## config.mk

```make
export PLATFORM = sky130hd
export DESIGN_NAME = lif_param_loader
export DESIGN_NICKNAME = d
export VERILOG_FILES = /design/src/rtl/lif_loader_pkg.sv /design/src/rtl/byte_gap_timer.sv /design/src/rtl/lif_param_loader.sv
export SDC_FILE = /design/constraint.sdc
export NUM_CORES = 1
export LEC_CHECK = 0
export BUFFER_PORTS_ARGS = -buffer_cell sky130_fd_sc_hd__buf_2
export CAP_MARGIN = 20
export CORE_MARGIN = 2
export CORE_UTILIZATION = 58
export DETAILED_ROUTE_END_ITERATION = 8
export HOLD_SLACK_MARGIN = 0.08
export PLACE_DENSITY = 0.92
export RECOVER_POWER = 100
export SLEW_MARGIN = 25
export SYNTH_ARGS = -nofsm -noshare
export SYNTH_HDL_FRONTEND = slang
export SYNTH_SLANG_ARGS = --single-unit
```

## constraint.sdc

```tcl
create_clock -name clk -period 3.31 [get_ports clk]
set_input_delay 0.331 -clock clk [delete_from_list [all_inputs] [get_ports clk]]
set_output_delay 0.331 -clock clk [all_outputs]
set_load 0.01 [all_outputs]
```

## src/rtl/lif_loader_pkg.sv

```systemverilog
// Shared types and constants for the LIF neuron parameter loader.
// Frame states, error codes and the default sync byte.
package lif_loader_pkg;

  typedef enum logic [2:0] {
    IDLE,
    CFG,
    TMIN,
    TMAX,
    CSUM,
    COMMIT
  } state_e;

  localparam logic [1:0] ERR_NONE    = 2'b00;
  localparam logic [1:0] ERR_CSUM    = 2'b01;
  localparam logic [1:0] ERR_RANGE   = 2'b10;
  localparam logic [1:0] ERR_TIMEOUT = 2'b11;

  localparam logic [7:0] SYNC_DEFAULT = 8'hA5;

endpackage

```

## src/rtl/byte_gap_timer.sv

```systemverilog
// Idle-cycle counter between bytes of a frame.
// Holds at the limit until cleared.
module byte_gap_timer #(
  parameter int TO_BITS = 16,
  parameter int LIMIT   = 1000
) (
  input  logic clk,
  input  logic rst_n,
  input  logic clr,
  input  logic en,
  output logic expired
);

  localparam logic [TO_BITS-1:0] LIM = TO_BITS'(LIMIT);

  logic [TO_BITS-1:0] cnt_q;
  logic [TO_BITS-1:0] cnt_d;

  assign expired = (cnt_q == LIM);

  always_comb begin
    cnt_d = cnt_q;
    if (clr)
      cnt_d = '0;
    else if (en && !expired)
      cnt_d = cnt_q + 1'b1;
  end

  always_ff @(posedge clk or negedge rst_n) begin
    if (!rst_n)
      cnt_q <= '0;
    else
      cnt_q <= cnt_d;
  end

endmodule

```

## src/rtl/lif_param_loader.sv

```systemverilog
// Byte-framed config loader for the LIF neuron: stages a checked frame in
// shadow registers and applies it atomically when load_allow is granted.
module lif_param_loader
  import lif_loader_pkg::*;
#(
  parameter logic [7:0] SYNC_BYTE      = SYNC_DEFAULT,
  parameter int         TIMEOUT_CYCLES = 1000,
  parameter int         TO_BITS        = 16
) (
  input  logic       clk,
  input  logic       rst_n,
  input  logic [7:0] data_in,
  input  logic       data_valid,
  output logic       data_ready,
  input  logic       load_allow,
  output logic [2:0] weight_a,
  output logic [2:0] weight_b,
  output logic [1:0] leak_config,
  output logic [7:0] threshold_min,
  output logic [7:0] threshold_max,
  output logic       params_ready,
  output logic       frame_ok,
  output logic       frame_err,
  output logic [1:0] err_code,
  output logic [7:0] frame_cnt
);

  state_e     state_q, state_d;
  logic [7:0] cfg_q, cfg_d;
  logic [7:0] tmin_q, tmin_d;
  logic [7:0] tmax_q, tmax_d;
  logic [7:0] xor_q, xor_d;

  logic [7:0] out_cfg_q, out_cfg_d;
  logic [7:0] out_tmin_q, out_tmin_d;
  logic [7:0] out_tmax_q, out_tmax_d;
  logic       prdy_q, prdy_d;
  logic       ok_q, ok_d;
  logic       err_q, err_d;
  logic [1:0] code_q, code_d;
  logic [7:0] cnt_q, cnt_d;

  logic       fire;
  logic       in_frame;
  logic       expired;
  logic       commit;
  logic       reject;
  logic [1:0] rej_code;

  assign data_ready = (state_q != COMMIT);
  assign fire       = data_valid && data_ready;
  assign in_frame   = (state_q == CFG) || (state_q == TMIN) ||
                      (state_q == TMAX) || (state_q == CSUM);

  byte_gap_timer #(
    .TO_BITS (TO_BITS),
    .LIMIT   (TIMEOUT_CYCLES)
  ) u_timer (
    .clk     (clk),
    .rst_n   (rst_n),
    .clr     (!in_frame || fire),
    .en      (in_frame),
    .expired (expired)
  );

  always_comb begin
    state_d  = state_q;
    cfg_d    = cfg_q;
    tmin_d   = tmin_q;
    tmax_d   = tmax_q;
    xor_d    = xor_q;
    commit   = 1'b0;
    reject   = 1'b0;
    rej_code = ERR_NONE;
    // A timeout wins over any byte arriving in the same cycle.
    if (in_frame && expired) begin
      state_d  = IDLE;
      reject   = 1'b1;
      rej_code = ERR_TIMEOUT;
    end else begin
      unique case (state_q)
        IDLE: begin
          if (fire && data_in == SYNC_BYTE) begin
            state_d = CFG;
            xor_d   = '0;
          end
        end
        CFG: begin
          if (fire) begin
            cfg_d   = data_in;
            xor_d   = xor_q ^ data_in;
            state_d = TMIN;
          end
        end
        TMIN: begin
          if (fire) begin
            tmin_d  = data_in;
            xor_d   = xor_q ^ data_in;
            state_d = TMAX;
          end
        end
        TMAX: begin
          if (fire) begin
            tmax_d  = data_in;
            xor_d   = xor_q ^ data_in;
            state_d = CSUM;
          end
        end
        CSUM: begin
          if (fire) begin
            state_d = IDLE;
            if (data_in != xor_q) begin
              reject   = 1'b1;
              rej_code = ERR_CSUM;
            end else if (tmin_q > tmax_q) begin
              reject   = 1'b1;
              rej_code = ERR_RANGE;
            end else if (load_allow) begin
              commit = 1'b1;
            end else begin
              state_d = COMMIT;
            end
          end
        end
        COMMIT: begin
          if (load_allow) begin
            commit  = 1'b1;
            state_d = IDLE;
          end
        end
        default: state_d = IDLE;
      endcase
    end
  end

  always_comb begin
    out_cfg_d  = out_cfg_q;
    out_tmin_d = out_tmin_q;
    out_tmax_d = out_tmax_q;
    prdy_d     = prdy_q;
    ok_d       = commit;
    err_d      = reject;
    code_d     = code_q;
    cnt_d      = cnt_q;
    if (commit) begin
      out_cfg_d  = cfg_q;
      out_tmin_d = tmin_q;
      out_tmax_d = tmax_q;
      prdy_d     = 1'b1;
      code_d     = ERR_NONE;
      cnt_d      = cnt_q + 8'd1;
    end else if (reject) begin
      code_d = rej_code;
    end
  end

  always_ff @(posedge clk or negedge rst_n) begin
    if (!rst_n) begin
      state_q    <= IDLE;
      cfg_q      <= '0;
      tmin_q     <= '0;
      tmax_q     <= '0;
      xor_q      <= '0;
      out_cfg_q  <= '0;
      out_tmin_q <= '0;
      out_tmax_q <= '0;
      prdy_q     <= 1'b0;
      ok_q       <= 1'b0;
      err_q      <= 1'b0;
      code_q     <= ERR_NONE;
      cnt_q      <= '0;
    end else begin
      state_q    <= state_d;
      cfg_q      <= cfg_d;
      tmin_q     <= tmin_d;
      tmax_q     <= tmax_d;
      xor_q      <= xor_d;
      out_cfg_q  <= out_cfg_d;
      out_tmin_q <= out_tmin_d;
      out_tmax_q <= out_tmax_d;
      prdy_q     <= prdy_d;
      ok_q       <= ok_d;
      err_q      <= err_d;
      code_q     <= code_d;
      cnt_q      <= cnt_d;
    end
  end

  assign weight_a      = out_cfg_q[7:5];
  assign weight_b      = out_cfg_q[4:2];
  assign leak_config   = out_cfg_q[1:0];
  assign threshold_min = out_tmin_q;
  assign threshold_max = out_tmax_q;
  assign params_ready  = prdy_q;
  assign frame_ok      = ok_q;
  assign frame_err     = err_q;
  assign err_code      = code_q;
  assign frame_cnt     = cnt_q;

endmodule

```

==> summary.md <==
| Metric | Value |
|---|---|
| Status | finished with violations |
| Violated checks | capacitance limit, slew limit |
| Final ANT Viol Nets | 0 |
| Site row count | 30 |
| Cts hold-fix bufs | 0 |
| Final setup fails | 0 |
| Slowest-stage cell, CP | nor3_2 |
| Post-synth EDFFs | 0 |
| Area occupied by multi-input gates | 0.00174 mm² |
| WP data arrival | 2.92 ns |
| Period utilization | 80.8% |
| Final wirelength | 8540 µm |
| Antenna violations before repair | 0 |
| WL/cell | 16.1 µm |
| Worst-path maximum fanout | 9 |
| Worst hold slack | 0.301 ns |
| Clk Latency, worst-skew pair | 0.36 ns |
| Setup TNS | 0 ns |
| P_leak | 2.07 nW |
| Hold Crit Class | in2reg |
| Reg area | 0.00220 mm² |
| Fin Clk Skew | 0.00780 ns |
| Avg Inst Size Synth | 10.7 µm² |
| Congestion Overflow GR | 0 |
| Antenna fix cells | 0 |
| Main synth FF type | dfrtp_1 |
| Area growth, synth to finish | 11.2% |
| Number of port buffers | 49 |
| Power after layout | 3.86 mW |
| Vias in the first global route | 2916 |
| FF+latch count, synth | 88 |
| Nets | 453 |
| Synth area leader | dfrtp_1 |
| First-pass GRT wire length | 14000 µm |
| Core area | 0.00683 mm² |
| Critical Path Start Type | flop |
| Tmin final | 2.67 ns |
| Post-route DRC | 0 |
| Switching power share of the total | 36.2% |
| Routed vias | 2999 |
| Synth top area share | 53.6% |
| Sequential Power Share | 44.9% |
| All-layer global routing usage | 23.7% |
| RD Place Congestion | 0.955 |
| Setup crit end | cfg_q[5]$_DFFE_PN0P_ |
| CTS Sinks | 88 |
| FILL cells | 536 |
| RSZ-0062 raised after global routing | no |
| Post-route cell area | 0.00456 mm² |
| Fmax | 0.374 GHz |
| Max incr delay on CP | 0.62 ns |
| Ports | 50 |
| DR vias/cell | 5.65 |
| Yosys cell types | 47 |
| Die Wd | 88.1 µm |
| Clock power frac | 21.2% |
| Die ar. | 0.00777 mm² |
| Syn nets | 406 |
| WP data required | 3.55 ns |
| Pwr Density | 845 mW/mm² |
| Pre-CTS setup slack | 0.686 ns |
| Peak VDD IR | 0.531 mV |
| Final worst slack | 0.636 ns |
| DP Area | 0.00441 mm² |
| Max Cap Violations | 1 |
| Post CTS Setup Buffer Count | 0 |
| Largest net degree at the start of global routing | 89 |
| Max H-tree Level | 3 |
| Post-synthesis instance area | 0.00411 mm² |
| RR Endpoint | cfg_q[5]$_DFFE_PN0P_ |
| Synth area leaders | dfrtp_1, mux2_2, xor2_1, o21ai_0, ha_1 |
| Reg2Reg Depth | 6 |
| Yosys warns | 0 |
| Initial Util | 60.1% |
| Asr flop ratio synth | 100% |
| Clock transition at path regs | 0.09 ns |
| Register area share after synthesis | 53.6% |
| Layout cell share with drive strength beyond 1 | 15.9% |
| Sw power | 1.40 mW |
| Router iterations before antenna repair | 5 |
| Cells on Worst Hold Path | 3 |
| Final Hold Viols | 0 |
| Reg2Reg Launch Point | state_q[0]$_DFFE_PN0P_ |
| Detailed-placement wirelength estimate | 5880 µm |
| Drt initial violations | 222 |
| CTS Buf Count | 9 |
| Maximum clock insertion buffer count | 2 |
| R2R setup slack | 0.64 ns |
| Worst-Margin Slew | 2.16 ns |
| Mapped Cells | 383 |
| Die Y | 88.1 µm |
| Root buffer cell | clkbuf_8 |
| Critical setup path kind | reg2reg |
| Slew Viols, Final | 89 |
| CTS tree | built |
| Crit path from | state_q[0]$_DFFE_PN0P_ |
| Crit end category | flop |
| Rel. slew slack | -44.0% |
| Logic gate share of total power | 34.0% |
| Int Pwr | 2.46 mW |
| Cts repair resizes | 0 |
| CP cell instances | nor2_1 -> xor2_1 -> nor4_2 -> or2_0 -> nor3_2 -> mux2_2 |
## state kept, by name, indices dropped and copies added (netlist names), 2 cells and up
register / cells
state_q: 3
xor_q: 8
out_cfg_q: 8
tmax_q: 8
u_timer.cnt_q: 16
tmin_q: 8
threshold_max: 8
frame_cnt: 8
cfg_q: 8
err_code: 2
threshold_min: 8
## how the worst min path moves through the flow
stage	startpoint	end	slack, ns
global route	data_in[1]	tmax_q[1]$_DFFE_PN0P_	0.31
CTS	rst_n	u_timer.cnt_q[15]$_DFFE_PN0P_	0.21
finish	data_in[1]	tmax_q[1]$_DFFE_PN0P_	0.30
floorplan	rst_n	cfg_q[0]$_DFFE_PN0P_	0.04
global placement	params_ready$_DFFE_PN0P_	params_ready$_DFFE_PN0P_	0.44
detailed placement	params_ready$_DFFE_PN0P_	params_ready$_DFFE_PN0P_	0.45
## synth_stat cells, types with 8 or more instances
master	number
nand3_1	16
ha_1	11
dfrtp_1	88
inv_1	16
nand2_1	31
o21ai_0	32
xor2_1	22
o21ai_1	8
nor2_1	32
nand2b_1	11
a21oi_1	8
mux2_2	34
## kinds of logic (layout without fill, tap and decap cells)
| logic type | Yosys count | in the layout | synth area share [%] |
|---|---|---|---|
| AO/OA/AOI/OAI | 60 | 60 | 8.07 |
| AND/OR/NAND/NOR | 131 | 131 | 16.4 |
| buffers and inverters | 32 | 84 | 3.44 |
| adder cells (fa/ha/maj) | 11 | 11 | 3.35 |
| multiplexers | 34 | 34 | 9.32 |
| XOR/XNOR | 27 | 27 | 5.76 |
| flip-flops | 88 | 88 | 53.6 |
## worst max-delay path: cells and delay by family, from the launching register on
kind             cells  cell delay [ns]
flip-flops           1             0.48
XOR/XNOR             1             0.29
multiplexers         1             0.43
AND/OR/NAND/NOR      4             1.36
## routing by layer
| metal | track usage (%) | vias to the layer above | wire, µm |
|---|---|---|---|
| li1 | - | 1412 | - |
| met2 | 37.8 | 104 | 4150 |
| met1 | 30.6 | 1465 | 3750 |
| met5 | 0 | - | 0 |
| met4 | 9.50 | 0 | 154 |
| met3 | 6.97 | 18 | 484 |
## final cells by class
type	count	area share [%]
inverters	17	1.43
well taps	96	2.63
multi-input cells	263	38.2
flip-flops and latches	88	48.2
clock buffers	10	2.80
repair buffers	51	4.69
clock inverters	6	2.00
## metrics by stage
stage	utilization [%]	cells
2_1_floorplan	-	383
3_3_place_gp	64.6	515
3_5_place_dp	64.6	515
4_1_cts	67.8	531
5_1_grt	66.8	531
6_report	66.8	531
## power groups by stage
stage | Sequential [mW] | Combinational (mW) | Clock (mW)
floorplan | 1.74 | 0.930 | 0
global placement | 1.71 | 1.29 | 0
detailed placement | 1.74 | 1.38 | 0
CTS | 1.72 | 1.38 | 0.827
global route | 1.78 | 1.47 | 0.879
finish | 1.73 | 1.31 | 0.817
## placed cells by master (no fill, tap or decap), types with 2 or more instances in the layout
cell       netlist  layout
bufinv_16        0       2
nor2b_1          1       2
a211oi_1         3       3
and3_1           2       2
nand4_1          7       7
o211ai_1         2       2
clkinv_4         0       2
nand3_1         16      16
ha_1            11      11
clkbuf_8         0       9
or2_0            1       2
or3_1            4       4
buf_4            1       2
clkbuf_1         5      38
clkinv_2         1       2
mux2_2          34      34
nor3_1           7       7
nand2_1         31      31
o21ai_0         32      39
nand3b_1         2       2
nor4_1           4       4
xnor2_1          5       5
inv_1           16      16
nand2b_1        11      11
dfrtp_1         88      88
a21oi_1          8       8
a31oi_1          2       2
nor2_1          32      34
buf_2            7      11
xor2_1          22      22
No activity file was read; power rests on OpenSTA's default activity.
